**config.mk**
```make
export PLATFORM = sky130hd
export DESIGN_NAME = mem_mode_ctrl_flat
export DESIGN_NICKNAME = d
export VERILOG_FILES = /design/src/rtl/mem_mode_ctrl_pkg.sv /design/src/rtl/mem_mode_ctrl_if.sv /design/src/rtl/mem_mode_ctrl_sync_edge.sv /design/src/rtl/mem_mode_ctrl.sv /design/src/flat_wrapper.sv
export SDC_FILE = /design/constraint.sdc
export NUM_CORES = 1
export LEC_CHECK = 0
export ABC_AREA = 1
export CORE_MARGIN = 2
export CORE_UTILIZATION = 62
export CTS_BUF_LIST = sky130_fd_sc_hd__clkbuf_8
export CTS_CLUSTER_SIZE = 40
export DETAILED_ROUTE_END_ITERATION = 10
export PLACE_DENSITY = 0.95
export SLEW_MARGIN = 10
export SYNTH_ARGS = -nofsm -noshare
export SYNTH_HDL_FRONTEND = slang
export SYNTH_SLANG_ARGS = --single-unit
```
**constraint.sdc**
```tcl
create_clock -name clk_2 -period 3.6 [get_ports clk_2]
set_clock_uncertainty 0.1 [all_clocks]
set_input_delay 0.9 -clock clk_2 [delete_from_list [all_inputs] [get_ports clk_2]]
set_output_delay 0.9 -clock clk_2 [all_outputs]
set_load 0.02 [all_outputs]
```
**src/rtl/mem_mode_ctrl_pkg.sv**
```systemverilog
// Shared types and constants for the three-mode storage sequencer
// (shift register, 4x4 RAM, 4x4 ROM).
package mem_mode_pkg;

   localparam int NBITS_DATA_C = 4;
   localparam int NWORDS_C     = 4;
   localparam int ADDR_W_C     = 2;
   localparam int STATE_W_C    = 3;

   // Mode field. Both 01 and 11 select the RAM.
   typedef enum logic [1:0] {
      MODE_SHIFT   = 2'b00,
      MODE_RAM     = 2'b01,
      MODE_ROM     = 2'b10,
      MODE_RAM_ALT = 2'b11
   } mode_t;

   // Sequencer states. The encoding is exported on state_dbg.
   typedef enum logic [STATE_W_C-1:0] {
      IDLE    = 3'd0,
      SHIFT   = 3'd1,
      MEM_REQ = 3'd2,
      MEM_RSP = 3'd3,
      SCAN    = 3'd4
   } state_t;

   // ROM image, word 0 in the least significant nibble.
   localparam logic [NWORDS_C*NBITS_DATA_C-1:0] ROM_INIT = {4'hA, 4'h5, 4'hC, 4'h3};

   // ROM lookup by word address.
   function automatic logic [NBITS_DATA_C-1:0] rom_word(input logic [ADDR_W_C-1:0] a);
      return ROM_INIT[a*NBITS_DATA_C +: NBITS_DATA_C];
   endfunction

   // A write is the only operation that is illegal, and only in ROM mode.
   function automatic logic cmd_is_legal(input mode_t m, input logic wr);
      return !((m == MODE_ROM) && wr);
   endfunction

endpackage

```
**src/rtl/mem_mode_ctrl_if.sv**
```systemverilog
// Command and result bundle between the board wiring and mem_mode_ctrl.
// master: side that drives switches/strobe; slave: the controller.
interface mem_mode_ctrl_if #(
   parameter int NBITS_DATA = 4,
   parameter int NWORDS     = 4
);
   localparam int AW = $clog2(NWORDS);

   logic [1:0]            mode;
   logic                  go;
   logic                  load_par;
   logic                  wr_en;
   logic [AW-1:0]         addr;
   logic [NBITS_DATA-1:0] din;
   logic                  sin;
   logic [NBITS_DATA-1:0] dout;
   logic                  sout;
   logic                  busy;
   logic                  drop;
   logic                  err;
   logic [2:0]            state_dbg;

   modport master (
      output mode, go, load_par, wr_en, addr, din, sin,
      input  dout, sout, busy, drop, err, state_dbg
   );

   modport slave (
      input  mode, go, load_par, wr_en, addr, din, sin,
      output dout, sout, busy, drop, err, state_dbg
   );

endinterface

```
**src/rtl/mem_mode_ctrl_sync_edge.sv**
```systemverilog
// Two-flop synchronizer followed by a rising-edge detector.
// The edge history is held at HIST_RST until the synchronizer has been
// refilled after reset, so an input that is already high when reset
// releases is not mistaken for a fresh edge.
module sync_edge #(
   parameter logic HIST_RST = 1'b1
) (
   input  logic clk,
   input  logic rst_n,
   input  logic async_in,
   output logic pulse
);

   logic       sync1_r;
   logic       sync2_r;
   logic       hist_r;
   logic [1:0] prime_r;

   // Synchronizer chain, priming shift and edge history.
   always_ff @(posedge clk or negedge rst_n) begin
      if (!rst_n) begin
         sync1_r <= 1'b0;
         sync2_r <= 1'b0;
         hist_r  <= HIST_RST;
         prime_r <= 2'b00;
      end else begin
         sync1_r <= async_in;
         sync2_r <= sync1_r;
         prime_r <= {prime_r[0], 1'b1};
         hist_r  <= prime_r[1] ? sync2_r : HIST_RST;
      end
   end

   assign pulse = sync2_r & ~hist_r;

endmodule

```
**src/rtl/mem_mode_ctrl.sv**
```systemverilog
// Sequencer for the shift-register / RAM / ROM storage exercise.
// Accepts a synchronized command edge in IDLE, latches the operands and
// runs one multi-cycle operation, leaving a registered result on dout.
// Optional build macro: MEM_MODE_CTRL_SCAN_EN (ROM read scans all words).
module mem_mode_ctrl
   import mem_mode_pkg::*;
#(
   parameter int NBITS_DATA = 4,
   parameter int NWORDS     = 4
) (
   input  logic            clk_2,
   input  logic            reset_n,
   mem_mode_ctrl_if.slave  bus
);

   localparam int AW = $clog2(NWORDS);

   // Command edge
   logic go_pulse_s;

   // FSM
   state_t state_r;
   state_t state_nxt;

   // Latched command
   mode_t                 cmd_mode_r;
   logic                  cmd_load_par_r;
   logic                  cmd_wr_en_r;
   logic [AW-1:0]         cmd_addr_r;
   logic [NBITS_DATA-1:0] cmd_din_r;
   logic                  cmd_sin_r;
   logic                  accept_s;

   // Storage
   logic [NBITS_DATA-1:0] sr_r;
   logic [NBITS_DATA-1:0] sr_nxt;
   logic [NBITS_DATA-1:0] ram_r [NWORDS];
   logic                  ram_we_s;
   logic [AW-1:0]         rd_addr_r;
   logic [AW-1:0]         rd_addr_nxt;
   logic [NBITS_DATA-1:0] rd_data_s;
   logic                  is_rom_s;

   // Registered outputs
   logic [NBITS_DATA-1:0] dout_r;
   logic [NBITS_DATA-1:0] dout_nxt;
   logic                  sout_r;
   logic                  sout_nxt;
   logic                  busy_r;
   logic                  drop_r;
   logic                  err_r;
   logic                  err_nxt;

`ifdef MEM_MODE_CTRL_SCAN_EN
   logic [AW-1:0]         scan_cnt_r;
   logic [AW-1:0]         scan_cnt_nxt;
`endif

   sync_edge #(
      .HIST_RST (1'b1)
   ) u_sync_edge (
      .clk      (clk_2),
      .rst_n    (reset_n),
      .async_in (bus.go),
      .pulse    (go_pulse_s)
   );

   // Synchronous-read data: address was registered in MEM_REQ.
   always_comb begin
      is_rom_s  = (cmd_mode_r == MODE_ROM);
      rd_data_s = is_rom_s ? rom_word(rd_addr_r) : ram_r[rd_addr_r];
   end

   // Next-state and datapath next values.
   always_comb begin
      state_nxt   = state_r;
      accept_s    = 1'b0;
      sr_nxt      = sr_r;
      dout_nxt    = dout_r;
      sout_nxt    = sout_r;
      err_nxt     = err_r;
      ram_we_s    = 1'b0;
      rd_addr_nxt = rd_addr_r;
`ifdef MEM_MODE_CTRL_SCAN_EN
      scan_cnt_nxt = scan_cnt_r;
`endif
      case (state_r)
         IDLE: begin
            if (go_pulse_s) begin
               accept_s = 1'b1;
               if (mode_t'(bus.mode) == MODE_SHIFT) begin
                  state_nxt = SHIFT;
               end else begin
                  state_nxt = MEM_REQ;
               end
               if (cmd_is_legal(mode_t'(bus.mode), bus.wr_en)) begin
                  err_nxt = 1'b0;
               end else begin
                  err_nxt = err_r;
               end
`ifdef MEM_MODE_CTRL_SCAN_EN
               scan_cnt_nxt = {AW{1'b0}};
`endif
            end else begin
               state_nxt = IDLE;
            end
         end
         SHIFT: begin
            if (cmd_load_par_r) begin
               sr_nxt = cmd_din_r;
            end else begin
               sr_nxt   = {sr_r[NBITS_DATA-2:0], cmd_sin_r};
               sout_nxt = sr_r[NBITS_DATA-1];
            end
            dout_nxt  = sr_nxt;
            state_nxt = IDLE;
         end
         MEM_REQ: begin
            rd_addr_nxt = cmd_addr_r;
            if (is_rom_s) begin
               // ROM never writes; a write request degrades to a read.
               if (cmd_wr_en_r) begin
                  err_nxt = 1'b1;
               end else begin
                  err_nxt = err_r;
               end
            end else begin
               ram_we_s = cmd_wr_en_r;
            end
`ifdef MEM_MODE_CTRL_SCAN_EN
            if (is_rom_s) begin
               state_nxt = SCAN;
            end else begin
               state_nxt = MEM_RSP;
            end
`else
            state_nxt = MEM_RSP;
`endif
         end
         MEM_RSP: begin
            if (!is_rom_s && cmd_wr_en_r) begin
               dout_nxt = cmd_din_r;
            end else begin
               dout_nxt = rd_data_s;
            end
            state_nxt = IDLE;
         end
         SCAN: begin
`ifdef MEM_MODE_CTRL_SCAN_EN
            dout_nxt     = rom_word(scan_cnt_r);
            scan_cnt_nxt = scan_cnt_r + 2'd1;
            if (scan_cnt_r == 2'd3) begin
               state_nxt = IDLE;
            end else begin
               state_nxt = SCAN;
            end
`else
            state_nxt = IDLE;
`endif
         end
         default: begin
            state_nxt = IDLE;
         end
      endcase
   end

   // FSM state register.
   always_ff @(posedge clk_2 or negedge reset_n) begin
      if (!reset_n) begin
         state_r <= IDLE;
      end else begin
         state_r <= state_nxt;
      end
   end

   // Operand capture on command accept.
   always_ff @(posedge clk_2 or negedge reset_n) begin
      if (!reset_n) begin
         cmd_mode_r     <= MODE_SHIFT;
         cmd_load_par_r <= 1'b0;
         cmd_wr_en_r    <= 1'b0;
         cmd_addr_r     <= {AW{1'b0}};
         cmd_din_r      <= {NBITS_DATA{1'b0}};
         cmd_sin_r      <= 1'b0;
      end else if (accept_s) begin
         cmd_mode_r     <= mode_t'(bus.mode);
         cmd_load_par_r <= bus.load_par;
         cmd_wr_en_r    <= bus.wr_en;
         cmd_addr_r     <= bus.addr;
         cmd_din_r      <= bus.din;
         cmd_sin_r      <= bus.sin;
      end
   end

   // Datapath and output registers.
   always_ff @(posedge clk_2 or negedge reset_n) begin
      if (!reset_n) begin
         sr_r      <= {NBITS_DATA{1'b0}};
         rd_addr_r <= {AW{1'b0}};
         dout_r    <= {NBITS_DATA{1'b0}};
         sout_r    <= 1'b0;
         busy_r    <= 1'b0;
         drop_r    <= 1'b0;
         err_r     <= 1'b0;
      end else begin
         sr_r      <= sr_nxt;
         rd_addr_r <= rd_addr_nxt;
         dout_r    <= dout_nxt;
         sout_r    <= sout_nxt;
         busy_r    <= (state_nxt != IDLE);
         drop_r    <= go_pulse_s && (state_r != IDLE);
         err_r     <= err_nxt;
      end
   end

   // RAM array; cleared by reset so an interrupted write leaves no trace.
   always_ff @(posedge clk_2 or negedge reset_n) begin
      if (!reset_n) begin
         for (int i = 0; i < NWORDS; i++) begin
            ram_r[i] <= {NBITS_DATA{1'b0}};
         end
      end else if (ram_we_s) begin
         ram_r[cmd_addr_r] <= cmd_din_r;
      end
   end

`ifdef MEM_MODE_CTRL_SCAN_EN
   // ROM scan word counter.
   always_ff @(posedge clk_2 or negedge reset_n) begin
      if (!reset_n) begin
         scan_cnt_r <= {AW{1'b0}};
      end else begin
         scan_cnt_r <= scan_cnt_nxt;
      end
   end
`endif

   assign bus.dout      = dout_r;
   assign bus.sout      = sout_r;
   assign bus.busy      = busy_r;
   assign bus.drop      = drop_r;
   assign bus.err       = err_r;
   assign bus.state_dbg = state_r;

endmodule

```
**src/flat_wrapper.sv**
```systemverilog
// flat-port wrapper written by rule: the top's interface ports become plain ports
module mem_mode_ctrl_flat import mem_mode_pkg::*;
#(
   parameter int NBITS_DATA = 4,
   parameter int NWORDS     = 4
)
  (clk_2, reset_n, bus_mode, bus_go, bus_load_par, bus_wr_en, bus_addr, bus_din, bus_sin, bus_dout, bus_sout, bus_busy, bus_drop, bus_err, bus_state_dbg);
  mem_mode_ctrl_if #(.NBITS_DATA(NBITS_DATA), .NWORDS(NWORDS)) bus_i ();
  input  logic clk_2;
  input  logic reset_n;
  input wire logic [$bits(bus_i.mode)-1:0] bus_mode;
  input wire logic [$bits(bus_i.go)-1:0] bus_go;
  input wire logic [$bits(bus_i.load_par)-1:0] bus_load_par;
  input wire logic [$bits(bus_i.wr_en)-1:0] bus_wr_en;
  input wire logic [$bits(bus_i.addr)-1:0] bus_addr;
  input wire logic [$bits(bus_i.din)-1:0] bus_din;
  input wire logic [$bits(bus_i.sin)-1:0] bus_sin;
  output wire logic [$bits(bus_i.dout)-1:0] bus_dout;
  output wire logic [$bits(bus_i.sout)-1:0] bus_sout;
  output wire logic [$bits(bus_i.busy)-1:0] bus_busy;
  output wire logic [$bits(bus_i.drop)-1:0] bus_drop;
  output wire logic [$bits(bus_i.err)-1:0] bus_err;
  output wire logic [$bits(bus_i.state_dbg)-1:0] bus_state_dbg;
  assign bus_i.mode = bus_mode;
  assign bus_i.go = bus_go;
  assign bus_i.load_par = bus_load_par;
  assign bus_i.wr_en = bus_wr_en;
  assign bus_i.addr = bus_addr;
  assign bus_i.din = bus_din;
  assign bus_i.sin = bus_sin;
  assign bus_dout = bus_i.dout;
  assign bus_sout = bus_i.sout;
  assign bus_busy = bus_i.busy;
  assign bus_drop = bus_i.drop;
  assign bus_err = bus_i.err;
  assign bus_state_dbg = bus_i.state_dbg;
  mem_mode_ctrl #(.NBITS_DATA(NBITS_DATA), .NWORDS(NWORDS)) u_core (.clk_2(clk_2), .reset_n(reset_n), .bus(bus_i));
endmodule
```
* Yosys cells after proc, flatten, opt, wreduce, memory -nomap -nowiden
Cells that the tools add are included.
** Word-level totals
- Bits in registers :: 48
- Memory bits (writable) :: 0
- Memories :: 0
- Word-level logic and storage cells :: 76
- ROM bits :: 0
- Latch bits :: 0
** Cells by class
- Shift operators :: 1
- Bitwise gates (word level) :: 5
- Order comparisons :: 3
- Reduce and logical (&&, ||, !) cells :: 13
- Multiplexer cells :: 23
- Equal/unequal tests :: 9
- $add $sub $neg :: 0
- Multiply operators :: 0
- Divide/modulo/power cells :: 0
** Operators by type and width (count)
- $mux 4 :: 6
- $bwmux 16 :: 1
- $shiftx 16x5->4 const A :: 1
- $mux 1 :: 9
- $bmux 4 s2 :: 1
- $demux 4 s2 :: 1
- $eq 2x2->1 const B :: 4
- $pmux 4 s2 :: 1
- $ge 3x3->1 const B :: 2
- $ne 2x1->1 const B :: 3
- $not 2->3 :: 2
- $reduce_bool 3->1 :: 2
- $reduce_and 5->1 :: 1
- $logic_and 1x1->1 :: 4
- $mux 2 :: 2
- $pmux 2 s2 :: 1
- $reduce_bool 2->1 :: 2
- $logic_not 3->1 :: 1
- $lt 3x1->1 const B :: 1
- $eq 2x1->1 const B :: 1
- $logic_not 2->1 :: 1
- $ne 2x2->1 const B :: 1
- $not 1->1 :: 2
- $pmux 1 s2 :: 1
- 3 further kinds :: 3

* Longest topological paths before layout
- Depth after elaboration :: 7
- Depth in mapped cells :: 10
- Mapped depth without buffers :: 9

* By module
Synthesis repeated with hierarchy kept, for this count alone.
** Second synthesis, totals
- Cells, all modules :: 244
- Area total of the unflattened synthesis :: 2153.3 um^2
** Modules (own cells, without submodules)
- mem_mode_ctrl :: sequential area each 1076.0 um^2, area an instance 2009.4 um^2, times used 1, cells an instance 235
- sync_edge :: sequential area each 126.4 um^2, area an instance 143.9 um^2, times used 1, cells an instance 9

* Least setup slack after synthesis
No wires, ideal clock.
- Kind :: reg2out
- From :: register u_core.state_r[1] (netlist: u_core.bus.state_dbg[1])
- To :: output port bus_state_dbg[1]
- Setup slack :: 2.039 ns
- Buffers on the path :: 0
- Cell stages (with the launch flop) :: 1
- Required time :: 2.600 ns
- Data arrival time :: 0.561 ns
- Cells stage by stage :: dfrtp_1
** RTL lines
- from (decl) :: line mem_mode_ctrl.sv:22 : state_t state_r;
- from (signal assigned) :: line mem_mode_ctrl.sv:172 : state_r <= state_nxt;
- to (decl) :: line flat_wrapper.sv:23 : output wire logic [$bits(bus_i.state_dbg)-1:0] bus_state_dbg;
No word-level cell between the ends.

* Worst setup path in the final report
- From :: register u_core.state_r[1] (netlist: u_core.bus.state_dbg[1])
- To :: output port bus_state_dbg[1]
No word-level cell between the ends.

==> out/metrics.csv <==
metric,value,unit
path_class,register to output port,
path_max_fanout,6,
busiest_layer,met2,
powerDensity,820,mW/mm^2
antenna_cells,0,
hold_path_end,u_core.u_sync_edge.prime_r[1],
ant_nets,0,
root_buffer,clkbuf_8,
finalCriticalPeriod,2470,ps
cts_hold_buf,0,
ys_types,26,
num_io_pins,25,
met3_usage,4.89,%
cts_sinks,48,
cp-end-kind,output port,
area_growth,16.6,%
reg2reg_slack,1940,ps
grt.overflow.total,0,
ir_drop,0.000445,V
initial_core_util,63.6,%
hold_path_class,register to register,
ys_ff_latch,48,
crit_buf_inv,1,
slew_violations,0,
met1_usage,33.2,%
wirelength,4190,microns
hold_ws,261,ps
io_buffer_count,23,
arrival,1470,ps
hold_start,u_core.u_sync_edge.prime_r[0],
syn_area_per_cell,8.88,sq um
htreeDepth,2,
worst_slew_pin_slew,1000,ps
critPathLaunchType,register,
core_area,0.00331,sq mm
drive_above_1_share,7.98,%
dr_total_vias,1691,
antenna_found_initial,0,
yosysWarnings,0,
die_area,0.00388,sq mm
rows,21,
status,"complete, no violations",
clock.fmax,0.405,GHz
gr-usage-all-layers,24.6,%
finalCritPeriodShare,68.5,%
setup_viol,0,
grt_max_degree,49,
gp_congestion,0.843,
leakagePower,1.19,nW
first_pass_iters,4,
drt_iter0_drc,188,
drv_cap,0,
r2r_end,u_core.bus.busy,
finalHoldViolations,0,
met2_usage,39.1,%
crit_family,buffers and inverters,
fin_setup_tns,0,ps
crit_chain,clkdlybuf4s50_1,
cts_tree,built,
cts_setup_buffers,0,
synth_cells,237,
maxSlewHeadroom,33.0,%
cts_resized,0,
synthesis.nets,251,
r2r-start,u_core.bus.state_dbg[1],
cpPeakStageDelay,660,ps
die_h,62.3,microns
hold_path_depth,0,
route.detailed.drc,0,
clock_path_buffers,2,
cts.clk_slew.worst_paths,90,ps
dp_hpwl,3030,microns
grt_first_pass_wirelength,7290,microns
clock_latency,300,ps
nets,276,
cp.required,2600,ps
critPathSlowestCell,clkdlybuf4s50_1,
seq_area_frac_synth,57.1,%
fp.dieW,62.3,microns
synth_area,0.00210,sq mm
rr_worst_depth,5,
viasPerCell,5.47,
grt_pass1_vias,1560,
numCtsBuffers,5,
rsz0062_at_grt,no,
detail_route.wl_per_cell,13.6,microns
[stage by stage]
step	power, mW	worst slack (ps)	std cells	util, %	instance area (sq um)
2_1_floorplan	1.42	2040	237	-	2100
3_3_place_gp	1.63	1470	301	71.2	2360
3_5_place_dp	1.68	1460	301	71.2	2360
4_1_cts	2.01	1120	309	74.1	2450
5_1_grt	2.17	1090	309	74.1	2450
6_report	2.01	1130	309	74.1	2450
[power breakdown]
part,total (mW),internal (mW),switching (mW)
combinational,0.749,0.285,0.464
clock,0.334,0.155,0.178
sequential,0.929,0.753,0.176
[final cells by class]
| cell class | instances | area (sq um) |
|---|---|---|
| timing repair buffer | 23 | 225 |
| clock inverter | 2 | 15.0 |
| inverter | 23 | 86.3 |
| fill | 237 | 856 |
| multi-input combinational | 161 | 786 |
| sequential | 48 | 1200 |
| tap | 46 | 57.6 |
| clock buffer | 6 | 82.6 |
[cell families after synthesis]
logic type	Yosys count	synth area share, %
simple gates	111	25.0
buf+inv	28	5.53
flops	48	57.1
compound gates	48	12.0
other cells	2	0.357
[cells in the final DEF (no fill, tap or decap)]
cell type,count
a21o_1,1
a21oi_1,7
a22oi_1,1
buf_2,1
clkbuf_8,6
clkdlybuf4s50_1,22
clkinvlp_4,2
conb_1,2
dfrtp_1,47
dfstp_2,1
inv_1,22
inv_2,1
nand2_1,73
nand2_2,3
nand2_4,1
nand3_1,14
nand3_2,2
nand3_4,2
nand4_1,3
nor2_1,9
nor2_4,1
nor2_8,1
nor3_1,1
nor3b_1,1
o21ai_0,24
o21ai_1,12
o21bai_1,3
[layer usage]
metal  vias up  part of all wire (%)
met4         0                   2.8
met5         -                     0
li1        816                     -
met2        56                    49
met1       806                    44
met3        13                   4.7
[synth_stat cells, drive strengths merged]
cell type / n / area [sq um]
conb: 2 / 7.51
a22oi: 1 / 7.51
a21oi: 7 / 35.0
nor2: 11 / 65.1
o21bai: 3 / 22.5
clkbuf: 1 / 5.00
o21ai: 36 / 180
dfrtp: 47 / 1180
buf: 4 / 25.0
nor3b: 1 / 7.51
a21o: 1 / 7.51
nand3: 18 / 125
nand4: 3 / 18.8
nand2: 77 / 304
nor3: 1 / 5.00
inv: 23 / 86.3
dfstp: 1 / 26.3
[flip-flops by register name (all words and copies together) (netlist names), 2 cells and up]
register,flops
u_core.bus.dout,4
u_core.bus.state_dbg,2
u_core.cmd_addr_r,2
u_core.cmd_din_r,4
u_core.cmd_mode_r,2
u_core.ram_r,16
u_core.rd_addr_r,2
u_core.sr_r,4
u_core.u_sync_edge.prime_r,2
[worst max-delay path by stage]
stage	startpoint	endpoint	slack [ps]	cells after the start
2_1_floorplan	u_core.bus.state_dbg[1]	bus_state_dbg[1]	2040	0
3_3_place_gp	u_core.bus.state_dbg[1]	bus_state_dbg[1]	1470	1
3_5_place_dp	u_core.bus.state_dbg[1]	bus_state_dbg[1]	1460	1
4_1_cts	u_core.bus.state_dbg[1]	bus_state_dbg[1]	1120	1
5_1_grt	u_core.bus.state_dbg[1]	bus_state_dbg[1]	1090	1
6_report	u_core.bus.state_dbg[1]	bus_state_dbg[1]	1130	1
Power figures use the tool's default switching activity.
